**src/rtl/logical_rs_if.sv**
```systemverilog
// Dispatch / CDB / issue bundle for the logical-unit reservation station.
// master = rename/dispatch side plus CDB driver, slave = the station itself.
interface logical_rs_if #(
    parameter int unsigned XLEN = 32,
    parameter int unsigned TW   = 8
);
    logic            flush;

    logic            disp_valid;
    logic            disp_ready;
    logic [TW-1:0]   disp_rob_entry;
    logic [2:0]      disp_logical_type;
    logic [4:0]      disp_opcode;
    logic            disp_add_info;
    logic            disp_rs1_rdy;
    logic [TW-1:0]   disp_rs1_tag;
    logic [XLEN-1:0] disp_rs1_val;
    logic            disp_rs2_rdy;
    logic [TW-1:0]   disp_rs2_tag;
    logic [XLEN-1:0] disp_rs2_val;

    logic            cdb_valid;
    logic [TW-1:0]   cdb_rob_entry;
    logic [XLEN-1:0] cdb_result;

    logic            iss_valid;
    logic [TW-1:0]   iss_rob_entry;
    logic [2:0]      iss_logical_type;
    logic [4:0]      iss_opcode;
    logic            iss_add_info;
    logic [XLEN-1:0] iss_rs1;
    logic [XLEN-1:0] iss_rs2;

    modport master (
        output flush,
        output disp_valid, disp_rob_entry, disp_logical_type, disp_opcode, disp_add_info,
        output disp_rs1_rdy, disp_rs1_tag, disp_rs1_val,
        output disp_rs2_rdy, disp_rs2_tag, disp_rs2_val,
        output cdb_valid, cdb_rob_entry, cdb_result,
        input  disp_ready,
        input  iss_valid, iss_rob_entry, iss_logical_type, iss_opcode, iss_add_info,
        input  iss_rs1, iss_rs2
    );

    modport slave (
        input  flush,
        input  disp_valid, disp_rob_entry, disp_logical_type, disp_opcode, disp_add_info,
        input  disp_rs1_rdy, disp_rs1_tag, disp_rs1_val,
        input  disp_rs2_rdy, disp_rs2_tag, disp_rs2_val,
        input  cdb_valid, cdb_rob_entry, cdb_result,
        output disp_ready,
        output iss_valid, iss_rob_entry, iss_logical_type, iss_opcode, iss_add_info,
        output iss_rs1, iss_rs2
    );
endinterface

```
**src/rtl/logical_rs.sv**
```systemverilog
// Reservation station for the logical/shift FU: compacting oldest-first queue, CDB wakeup,
// one registered issue per cycle. Define LOGICAL_RS_PERF_EN to add stall/issue counters.
module logical_rs #(
    parameter int unsigned XLEN     = 32,
    parameter int unsigned ROB_SIZE = 256,
    parameter int unsigned RS_DEPTH = 8
) (
    input logic         clk,
    input logic         rst,
    logical_rs_if.slave rs
`ifdef LOGICAL_RS_PERF_EN
    ,
    output logic [31:0] perf_full_stall,
    output logic [31:0] perf_issued
`endif
);
    localparam int unsigned TW = $clog2(ROB_SIZE);
    localparam int unsigned IW = $clog2(RS_DEPTH);
    localparam int unsigned CW = $clog2(RS_DEPTH + 1);

    typedef struct packed {
        logic [TW-1:0]   rob;
        logic [2:0]      ltype;
        logic [4:0]      opcode;
        logic            add_info;
        logic            rs1_rdy;
        logic [TW-1:0]   rs1_tag;
        logic [XLEN-1:0] rs1_val;
        logic            rs2_rdy;
        logic [TW-1:0]   rs2_tag;
        logic [XLEN-1:0] rs2_val;
    } entry_t;

    entry_t                ent_q [RS_DEPTH];
    entry_t                ent_d [RS_DEPTH];
    logic [RS_DEPTH-1:0]   valid_q, valid_d;
    logic [CW-1:0]         count_q, count_d;

    logic                  iss_valid_q, iss_valid_d;
    logic [TW-1:0]         iss_rob_q, iss_rob_d;
    logic [2:0]            iss_ltype_q, iss_ltype_d;
    logic [4:0]            iss_opcode_q, iss_opcode_d;
    logic                  iss_add_q, iss_add_d;
    logic [XLEN-1:0]       iss_rs1_q, iss_rs1_d;
    logic [XLEN-1:0]       iss_rs2_q, iss_rs2_d;

    logic                  disp_ready;
    logic                  do_disp;
    logic                  do_issue;
    logic [IW-1:0]         sel_idx;
    logic [CW-1:0]         tail;
    entry_t                new_ent;

    function automatic entry_t wake(entry_t e, logic cv, logic [TW-1:0] ct,
                                    logic [XLEN-1:0] cr);
        entry_t w;
        w = e;
        if (cv && !e.rs1_rdy && e.rs1_tag == ct) begin
            w.rs1_rdy = 1'b1;
            w.rs1_val = cr;
        end
        if (cv && !e.rs2_rdy && e.rs2_tag == ct) begin
            w.rs2_rdy = 1'b1;
            w.rs2_val = cr;
        end
        return w;
    endfunction

    // Credit comes from the registered count only; a same-cycle issue does not free a slot.
    assign disp_ready = (count_q < CW'(RS_DEPTH));
    assign do_disp    = rs.disp_valid && disp_ready;

    // Oldest-first select over registered ready bits only.
    always_comb begin
        do_issue = 1'b0;
        sel_idx  = '0;
        for (int i = 0; i < RS_DEPTH; i++) begin
            if (!do_issue && valid_q[i] && ent_q[i].rs1_rdy && ent_q[i].rs2_rdy) begin
                do_issue = 1'b1;
                sel_idx  = IW'(i);
            end
        end
    end

    // Incoming op, with the CDB bypassed into any source it is still waiting on.
    always_comb begin
        new_ent.rob      = rs.disp_rob_entry;
        new_ent.ltype    = rs.disp_logical_type;
        new_ent.opcode   = rs.disp_opcode;
        new_ent.add_info = rs.disp_add_info;
        new_ent.rs1_rdy  = rs.disp_rs1_rdy;
        new_ent.rs1_tag  = rs.disp_rs1_tag;
        new_ent.rs1_val  = rs.disp_rs1_val;
        new_ent.rs2_rdy  = rs.disp_rs2_rdy;
        new_ent.rs2_tag  = rs.disp_rs2_tag;
        new_ent.rs2_val  = rs.disp_rs2_val;
        new_ent          = wake(new_ent, rs.cdb_valid, rs.cdb_rob_entry, rs.cdb_result);
    end

    always_comb begin
        tail    = count_q - CW'(do_issue);
        count_d = count_q + CW'(do_disp) - CW'(do_issue);
        for (int i = 0; i < RS_DEPTH; i++) begin
            int src;
            src = i;
            if (do_issue && i >= int'(sel_idx)) begin
                src = (i + 1 < RS_DEPTH) ? i + 1 : i;
            end
            ent_d[i]   = wake(ent_q[src], rs.cdb_valid, rs.cdb_rob_entry, rs.cdb_result);
            valid_d[i] = valid_q[src];
            if (do_issue && i == RS_DEPTH - 1) begin
                valid_d[i] = 1'b0;
            end
            if (do_disp && CW'(i) == tail) begin
                ent_d[i]   = new_ent;
                valid_d[i] = 1'b1;
            end
        end
    end

    always_comb begin
        iss_valid_d  = do_issue;
        iss_rob_d    = iss_rob_q;
        iss_ltype_d  = iss_ltype_q;
        iss_opcode_d = iss_opcode_q;
        iss_add_d    = iss_add_q;
        iss_rs1_d    = iss_rs1_q;
        iss_rs2_d    = iss_rs2_q;
        if (do_issue) begin
            iss_rob_d    = ent_q[sel_idx].rob;
            iss_ltype_d  = ent_q[sel_idx].ltype;
            iss_opcode_d = ent_q[sel_idx].opcode;
            iss_add_d    = ent_q[sel_idx].add_info;
            iss_rs1_d    = ent_q[sel_idx].rs1_val;
            iss_rs2_d    = ent_q[sel_idx].rs2_val;
        end
    end

    // Flush wins over any same-cycle dispatch or issue.
    always_ff @(posedge clk) begin
        if (rst || rs.flush) begin
            valid_q      <= '0;
            count_q      <= '0;
            iss_valid_q  <= 1'b0;
            iss_rob_q    <= '0;
            iss_ltype_q  <= '0;
            iss_opcode_q <= '0;
            iss_add_q    <= 1'b0;
            iss_rs1_q    <= '0;
            iss_rs2_q    <= '0;
        end else begin
            valid_q      <= valid_d;
            count_q      <= count_d;
            iss_valid_q  <= iss_valid_d;
            iss_rob_q    <= iss_rob_d;
            iss_ltype_q  <= iss_ltype_d;
            iss_opcode_q <= iss_opcode_d;
            iss_add_q    <= iss_add_d;
            iss_rs1_q    <= iss_rs1_d;
            iss_rs2_q    <= iss_rs2_d;
        end
    end

    always_ff @(posedge clk) begin
        for (int i = 0; i < RS_DEPTH; i++) begin
            ent_q[i] <= ent_d[i];
        end
    end

    assign rs.disp_ready       = disp_ready;
    assign rs.iss_valid        = iss_valid_q;
    assign rs.iss_rob_entry    = iss_rob_q;
    assign rs.iss_logical_type = iss_ltype_q;
    assign rs.iss_opcode       = iss_opcode_q;
    assign rs.iss_add_info     = iss_add_q;
    assign rs.iss_rs1          = iss_rs1_q;
    assign rs.iss_rs2          = iss_rs2_q;

`ifdef LOGICAL_RS_PERF_EN
    logic [31:0] perf_full_stall_q, perf_full_stall_d;
    logic [31:0] perf_issued_q, perf_issued_d;

    always_comb begin
        perf_full_stall_d = perf_full_stall_q
                          + ((rs.disp_valid && !disp_ready) ? 32'd1 : 32'd0);
        perf_issued_d     = perf_issued_q + ((do_issue && !rs.flush) ? 32'd1 : 32'd0);
    end

    // Counters survive flush; only reset clears them.
    always_ff @(posedge clk) begin
        if (rst) begin
            perf_full_stall_q <= '0;
            perf_issued_q     <= '0;
        end else begin
            perf_full_stall_q <= perf_full_stall_d;
            perf_issued_q     <= perf_issued_d;
        end
    end

    assign perf_full_stall = perf_full_stall_q;
    assign perf_issued     = perf_issued_q;
`endif
endmodule

```
**src/flat_wrapper.sv**
```systemverilog
// flat-port wrapper written by rule: the top's interface ports become plain ports
module logical_rs_flat 
#(
    parameter int unsigned XLEN     = 32,
    parameter int unsigned ROB_SIZE = 256,
    parameter int unsigned RS_DEPTH = 8
)
  (clk, rst, rs_flush, rs_disp_valid, rs_disp_rob_entry, rs_disp_logical_type, rs_disp_opcode, rs_disp_add_info, rs_disp_rs1_rdy, rs_disp_rs1_tag, rs_disp_rs1_val, rs_disp_rs2_rdy, rs_disp_rs2_tag, rs_disp_rs2_val, rs_cdb_valid, rs_cdb_rob_entry, rs_cdb_result, rs_disp_ready, rs_iss_valid, rs_iss_rob_entry, rs_iss_logical_type, rs_iss_opcode, rs_iss_add_info, rs_iss_rs1, rs_iss_rs2);
  logical_rs_if #(.XLEN(XLEN), .TW((8))) rs_i ();
  input logic clk;
  input logic rst;
  input wire logic [$bits(rs_i.flush)-1:0] rs_flush;
  input wire logic [$bits(rs_i.disp_valid)-1:0] rs_disp_valid;
  input wire logic [$bits(rs_i.disp_rob_entry)-1:0] rs_disp_rob_entry;
  input wire logic [$bits(rs_i.disp_logical_type)-1:0] rs_disp_logical_type;
  input wire logic [$bits(rs_i.disp_opcode)-1:0] rs_disp_opcode;
  input wire logic [$bits(rs_i.disp_add_info)-1:0] rs_disp_add_info;
  input wire logic [$bits(rs_i.disp_rs1_rdy)-1:0] rs_disp_rs1_rdy;
  input wire logic [$bits(rs_i.disp_rs1_tag)-1:0] rs_disp_rs1_tag;
  input wire logic [$bits(rs_i.disp_rs1_val)-1:0] rs_disp_rs1_val;
  input wire logic [$bits(rs_i.disp_rs2_rdy)-1:0] rs_disp_rs2_rdy;
  input wire logic [$bits(rs_i.disp_rs2_tag)-1:0] rs_disp_rs2_tag;
  input wire logic [$bits(rs_i.disp_rs2_val)-1:0] rs_disp_rs2_val;
  input wire logic [$bits(rs_i.cdb_valid)-1:0] rs_cdb_valid;
  input wire logic [$bits(rs_i.cdb_rob_entry)-1:0] rs_cdb_rob_entry;
  input wire logic [$bits(rs_i.cdb_result)-1:0] rs_cdb_result;
  output wire logic [$bits(rs_i.disp_ready)-1:0] rs_disp_ready;
  output wire logic [$bits(rs_i.iss_valid)-1:0] rs_iss_valid;
  output wire logic [$bits(rs_i.iss_rob_entry)-1:0] rs_iss_rob_entry;
  output wire logic [$bits(rs_i.iss_logical_type)-1:0] rs_iss_logical_type;
  output wire logic [$bits(rs_i.iss_opcode)-1:0] rs_iss_opcode;
  output wire logic [$bits(rs_i.iss_add_info)-1:0] rs_iss_add_info;
  output wire logic [$bits(rs_i.iss_rs1)-1:0] rs_iss_rs1;
  output wire logic [$bits(rs_i.iss_rs2)-1:0] rs_iss_rs2;
  assign rs_i.flush = rs_flush;
  assign rs_i.disp_valid = rs_disp_valid;
  assign rs_i.disp_rob_entry = rs_disp_rob_entry;
  assign rs_i.disp_logical_type = rs_disp_logical_type;
  assign rs_i.disp_opcode = rs_disp_opcode;
  assign rs_i.disp_add_info = rs_disp_add_info;
  assign rs_i.disp_rs1_rdy = rs_disp_rs1_rdy;
  assign rs_i.disp_rs1_tag = rs_disp_rs1_tag;
  assign rs_i.disp_rs1_val = rs_disp_rs1_val;
  assign rs_i.disp_rs2_rdy = rs_disp_rs2_rdy;
  assign rs_i.disp_rs2_tag = rs_disp_rs2_tag;
  assign rs_i.disp_rs2_val = rs_disp_rs2_val;
  assign rs_i.cdb_valid = rs_cdb_valid;
  assign rs_i.cdb_rob_entry = rs_cdb_rob_entry;
  assign rs_i.cdb_result = rs_cdb_result;
  assign rs_disp_ready = rs_i.disp_ready;
  assign rs_iss_valid = rs_i.iss_valid;
  assign rs_iss_rob_entry = rs_i.iss_rob_entry;
  assign rs_iss_logical_type = rs_i.iss_logical_type;
  assign rs_iss_opcode = rs_i.iss_opcode;
  assign rs_iss_add_info = rs_i.iss_add_info;
  assign rs_iss_rs1 = rs_i.iss_rs1;
  assign rs_iss_rs2 = rs_i.iss_rs2;
  logical_rs #(.XLEN(XLEN), .ROB_SIZE(ROB_SIZE), .RS_DEPTH(RS_DEPTH)) u_core (.clk(clk), .rst(rst), .rs(rs_i));
endmodule
```
**config.mk**
```make
export PLATFORM = sky130hd
export DESIGN_NAME = logical_rs_flat
export DESIGN_NICKNAME = d
export VERILOG_FILES = /design/src/rtl/logical_rs_if.sv /design/src/rtl/logical_rs.sv /design/src/flat_wrapper.sv
export SDC_FILE = /design/constraint.sdc
export NUM_CORES = 2
export LEC_CHECK = 0
export CAP_MARGIN = 0
export CORE_UTILIZATION = 45
export DETAILED_ROUTE_END_ITERATION = 12
export GPL_ROUTABILITY_DRIVEN = 0
export MAX_ROUTING_LAYER = met4
export SYNTH_ARGS = -nofsm -noshare
export SYNTH_HDL_FRONTEND = slang
export SYNTH_SLANG_ARGS = --single-unit
export TNS_END_PERCENT = 100
```
**constraint.sdc**
```tcl
create_clock -name clk -period 19.4 [get_ports clk]
set_clock_uncertainty 0.2 [all_clocks]
set_input_delay 5.82 -clock clk [delete_from_list [all_inputs] [get_ports clk]]
set_output_delay 5.82 -clock clk [all_outputs]
set_load 0.005 [all_outputs]
```
# == Yosys cells after proc, flatten, opt, wreduce, memory -nomap -nowiden ==
# Memory sizes are Yosys's and may differ from the RTL's. A register that Yosys moved wholly into a read port is not among the register bits.
# Index checks and enable logic that the tools add are counted.
# word_totals
register_bits,13
mem_bits_rw,792
wordCells,247
n_memories,1
# classes
add_sub_neg,3
n_lt_le_gt_ge,15
eq_ne,25
n_mux,96
n_reduce_logical,103
# mem_list
memory,depth,word_bits,rd,rd_ports_with_merged_regs,wr,line_no,rtl
u_core.ent_q,8,99,16,1,8,logical_rs.sv:34,entry_t ent_q [RS_DEPTH];
# ops
op,count
two-way mux 99 bit,8
two-way mux 32 bit,18
== test 8 bit,18
logical AND 1 bit,75
two-way mux 1 bit,54
zero test 1 bit,25
binary-select mux 1 bit (select 3 bit),7
two-way mux 3 bit,7
== test 3 x 4 -> 1 bit (first input constant),4
< comparator 3 x 4 -> 1 bit (second input constant),4
greater-or-equal comparator 3 bit (first input constant),3
== test 2 x 4 -> 1 bit (first input constant),2
< comparator 2 x 4 -> 1 bit (second input constant),2
subtractor 4 x 1 -> 4 bit,2
greater-or-equal comparator 1 x 3 -> 1 bit (first input constant),2
greater-or-equal comparator 2 x 3 -> 1 bit (first input constant),2
adder 4 x 1 -> 4 bit,1
== test 1 x 4 -> 1 bit (first input constant),1
zero test 4 bit,1
< comparator 1 x 4 -> 1 bit (second input constant),1
< comparator 4 bit (second input constant),1
two-way mux 2 bit,2
nonzero test 2 bit,1
logical OR 1 bit,1

# == Logic depth before layout (Yosys ltp) ==
# An unclocked memory read counts as a cell.
# logic_depth
depth_word,48
depth_mapped,22
mapped_depth_nobuf,13

# == Least setup slack after synthesis ==
# OpenSTA, ideal clock, no wires.
# synth_path
path_kind,in2reg
start,in rs_cdb_rob_entry[6]
end,"mem u_core.ent_q[7][0] (netlist name), enable pin"
setup_ps,514
t_arrival_ps,10417
required_ps,18686
path_slack_ps,8268
stages,7
n_path_buf,3
path_cell_list,clkbuf_1 -> buf_2 -> buf_1 -> xor2_1 -> nor3_1 -> nand4_1 -> o41ai_1
# synth_rtl
element,line_no,rtl
from (decl),flat_wrapper.sv:25,input wire logic [$bits(rs_i.cdb_rob_entry)-1:0] rs_cdb_rob_entry;
to (decl),logical_rs.sv:34,

==> metrics.txt <==
# TYPE chip_impl_metric gauge
chip_impl_info{name="outcome",value="completed"} 1
chip_impl_metric{name="fmax",unit="MHz"} 100
chip_impl_metric{name="netSwitchingPower",unit="uW"} 2580
chip_impl_metric{name="p_sw_share",unit="%"} 36.2
chip_impl_metric{name="grt_first_pass_wirelength",unit="um"} 275000
chip_impl_metric{name="fp.dieH",unit="um"} 333
chip_impl_metric{name="drt-pass1-iter-count",unit=""} 6
chip_impl_metric{name="clock_transition_at_path_regs",unit="ns"} 0.06
chip_impl_info{name="top_signal_layer_used",value="met4"} 1
chip_impl_metric{name="final-setup-viol-count",unit=""} 0
chip_impl_metric{name="yosys_register_bits",unit=""} 886
chip_impl_metric{name="syn_nets",unit=""} 5463
chip_impl_info{name="synth_top_area_cell",value="edfxtp_1"} 1
chip_impl_metric{name="arrival",unit="ns"} 10.21
chip_impl_metric{name="placement_rows",unit=""} 121
chip_impl_info{name="critPathLaunchType",value="input pin"} 1
chip_impl_metric{name="power_frac_comb",unit="%"} 30.1
chip_impl_metric{name="overflow",unit=""} 0
chip_impl_metric{name="maximum_number_of_pins_on_one_net_before_global_route_repair",unit=""} 130
chip_impl_metric{name="cts.sink_count",unit=""} 886
chip_impl_metric{name="final_stage_net_count",unit=""} 5373
chip_impl_metric{name="dr.first_iter.drc_count",unit=""} 5787
chip_impl_metric{name="routed-via-count",unit=""} 43300
chip_impl_metric{name="synthArstFlopShare",unit="%"} 0
chip_impl_info{name="cts_tree",value="done"} 1
chip_impl_info{name="post_synth_most_frequent_cells",value="921 x nand2_1, 664 x edfxtp_1, 465 x nor2_1, 381 x clkbuf_1, 374 x a21oi_1"} 1
chip_impl_metric{name="area_delta_synth_final",unit="%"} 12.9
chip_impl_metric{name="detail_route.wirelength.met1",unit="um"} 76700
chip_impl_metric{name="post_drt_wl_per_cell",unit="um"} 28.0
chip_impl_metric{name="antenna_found_initial",unit=""} 1
chip_impl_metric{name="drtAntennaViolNets",unit=""} 0
chip_impl_metric{name="detailed_place_hpwl",unit="um"} 109000
chip_impl_metric{name="number_of_different_library_cells_in_the_post_synthesis_netlist",unit=""} 70
chip_impl_metric{name="detailroute.wirelength.met2",unit="um"} 82900
chip_impl_metric{name="setup_total_negative_slack",unit="ns"} 0
chip_impl_metric{name="synth-edff-count",unit=""} 664
chip_impl_metric{name="cts_buffer_depth",unit=""} 3
chip_impl_info{name="worstSetupPathType",value="in2reg"} 1
chip_impl_metric{name="die_boundary_width",unit="um"} 333
chip_impl_metric{name="clk_latency",unit="ns"} 0.69
chip_impl_metric{name="num_io_pins",unit=""} 227
chip_impl_info{name="rsz0062_at_grt",value="no"} 1
chip_impl_metric{name="worst-path-max-fanout",unit=""} 50
chip_impl_metric{name="timing.final.crit_share",unit="%"} 51.4
chip_impl_metric{name="max_slew_margin",unit="%"} 17.2
chip_impl_metric{name="cts_resized",unit=""} 0
chip_impl_metric{name="floorplan.initialDensity",unit="%"} 45.4
chip_impl_metric{name="placement.cell_area",unit="um2"} 52500
chip_impl_metric{name="clk_pwr_share",unit="%"} 27.2
chip_impl_metric{name="post_cts_hold_buffer_count",unit=""} 0
chip_impl_metric{name="floorplan.die_area",unit="um2"} 111000
chip_impl_metric{name="period_needed",unit="ns"} 9.98
chip_impl_metric{name="maxCapViolations",unit=""} 0
chip_impl_metric{name="worst_vdd_rail_ir_drop",unit="uV"} 127
chip_impl_metric{name="share_seq_of_total_power",unit="%"} 42.7
chip_impl_info{name="holdCritPathClass",value="reg2reg"} 1
chip_impl_metric{name="postRouteWirelength",unit="um"} 188000
chip_impl_metric{name="met3WireLength",unit="um"} 21700
chip_impl_metric{name="post_synth_inst_count",unit=""} 5310
chip_impl_info{name="ys.flop_type",value="edfxtp_1"} 1
chip_impl_metric{name="utilization",unit="%"} 51.2
chip_impl_metric{name="filler_cell_count",unit=""} 9816
chip_impl_metric{name="buffer_ports.inserted",unit=""} 226
chip_impl_metric{name="internal_power",unit="uW"} 4540
chip_impl_metric{name="fin_area",unit="um2"} 55800
chip_impl_metric{name="cts-htree-levels",unit=""} 3
chip_impl_metric{name="syn_area_per_cell",unit="um2"} 9.30
chip_impl_metric{name="required",unit="ns"} 19.64
chip_impl_metric{name="synthesis.yosys.warnings",unit=""} 0
chip_impl_info{name="root_buffer",value="clkbuf_16"} 1
chip_impl_metric{name="power.density",unit="nW/um2"} 128
chip_impl_info{name="crit_path_end_kind",value="flop"} 1
chip_impl_metric{name="drt_drc_violations_left",unit=""} 0
chip_impl_metric{name="via_count_of_the_first_global_routing_pass",unit=""} 40400
chip_impl_metric{name="drt-vias-per-instance",unit=""} 6.44
chip_impl_metric{name="synth_seq_area_share",unit="%"} 49.4
chip_impl_metric{name="p_leak",unit="uW"} 0.0205
chip_impl_metric{name="setup_fix_buffers_added_after_clock_tree_synthesis",unit=""} 0
chip_impl_metric{name="track_usage",unit="%"} 33.9
chip_impl_metric{name="drv_slew",unit=""} 0
chip_impl_metric{name="final_layout_size_suffix_gt1_share",unit="%"} 8.72
chip_impl_metric{name="synth_top_cell_area_share",unit="%"} 40.4
chip_impl_metric{name="synthesis.area",unit="um2"} 49400
chip_impl_metric{name="worst_pin_slew",unit="ns"} 1.24
chip_impl_metric{name="tritoncts.num_buffers",unit=""} 100
chip_impl_info{name="post-synth-top-count-cell",value="nand2_1"} 1
chip_impl_metric{name="fp.coreArea",unit="um2"} 109000
chip_impl_info{name="post_synth_main_area_contributors",value="edfxtp_1 40%, dfxtp_1 9.0%, mux2i_1 7.1%, nand2_1 7.0%, a21oi_1 3.8%"} 1
chip_impl_metric{name="final-hold-violation-count",unit=""} 0
placed cells by master (no fill, tap or decap), types with 41 or more instances in the layout:
cell / instances
a2111oi_0: 45
a21oi_1: 374
a221o_1: 96
a22o_1: 55
a31oi_1: 190
and2_1: 75
and3_1: 41
buf_4: 122
clkbuf_16: 102
clkdlybuf4s50_1: 226
dfxtp_1: 222
edfxtp_1: 664
inv_1: 62
mux2_2: 98
mux2i_1: 351
nand2_1: 910
nand3_1: 232
nand3b_1: 66
nor2_1: 457
nor2b_1: 45
o211ai_1: 67
o21ai_0: 197
o22ai_1: 136
xnor2_1: 76
flip-flops by register name, indices dropped and copies added (netlist names):
| register | cells |
|---|---|
| u_core.rs.iss_add_info | 1 |
| u_core.valid_q | 8 |
| u_core.rs.iss_rob_entry | 8 |
| u_core.rs.iss_logical_type | 3 |
| u_core.rs.iss_rs1 | 32 |
| u_core.ent_q | 792 |
| u_core.rs.iss_rs2 | 32 |
| u_core.count_q | 4 |
| u_core.rs.iss_valid | 1 |
| u_core.rs.iss_opcode | 5 |
through the flow:
step | setup WS, ns | power [uW] | hold slack, ns | std cells
CTS | 9.46 | 7080 | 0.290 | 6721
global route | 9.20 | 7400 | 0.304 | 6723
finish | 9.42 | 7120 | 0.290 | 6723
floorplan | 8.27 | 4360 | 0.249 | 5310
detailed placement | 8.73 | 5160 | 0.275 | 6532
global placement | 8.82 | 5110 | 0.268 | 6532
area by class of cell:
type / count / area, um2 / area share, %
clock buffer: 148 / 2790 / 4.99
inverter: 67 / 256 / 0.460
clock inverter: 41 / 450 / 0.808
tap: 1414 / 1770 / 3.17
timing repair buffer: 349 / 3200 / 5.73
multi-input combinational: 3816 / 22900 / 41.1
antenna: 2 / 5.00 / 0.00897
sequential: 886 / 24400 / 43.7
kinds of logic after synthesis:
group	Yosys count	share of synthesized area, %
compound gates	1234	16.0
xor+xnor	108	1.92
fa+ha+maj	9	0.243
buf+inv	608	4.89
flops	886	49.4
mux	449	9.35
simple gates	2016	18.3
power by group through the flow:
stage / Sequential (uW) / Combinational [uW] / Clock [uW]
after detailed placement: 3060 / 2100 / 0
after global placement: 3050 / 2060 / 0
after floorplan: 2950 / 1400 / 0
after global routing: 3090 / 2290 / 2020
after CTS: 3030 / 2100 / 1950
final: 3040 / 2140 / 1940
worst max-delay path: stages:
cell and delay [ns]:
clkdlybuf4s50_1 0.46, nor2b_1 0.28, a21boi_0 0.39, nor2b_1 0.65, and3_2 0.66, buf_4 0.61, nor2_4 0.02, buf_4 0.35
and2_1 0.24, buf_4 0.29, a221o_1 0.42
worst paths after layout:
check / slack [ns] / start / to / cells past startpoint
worst max-delay path: 9.42 / rs_disp_valid / u_core.ent_q[5][65] / 11
worst min-delay path: 0.29 / u_core.ent_q[6][80] / u_core.ent_q[6][80] / 2
worst max register to register: 12.68 / u_core.ent_q[3][40] / u_core.ent_q[5][65] / 16
worst min register to register: 0.29 / u_core.ent_q[6][80] / u_core.ent_q[6][80] / 2
routing by layer:
metal  GRT usage [%]  vias to the layer above
li1                -                    19100
met1            45.8                    21000
met2            50.5                     2819
met3            6.52                      415
met4            12.7                        0
met5               -                        -
Note: power is estimated with default switching activity, not from simulation.
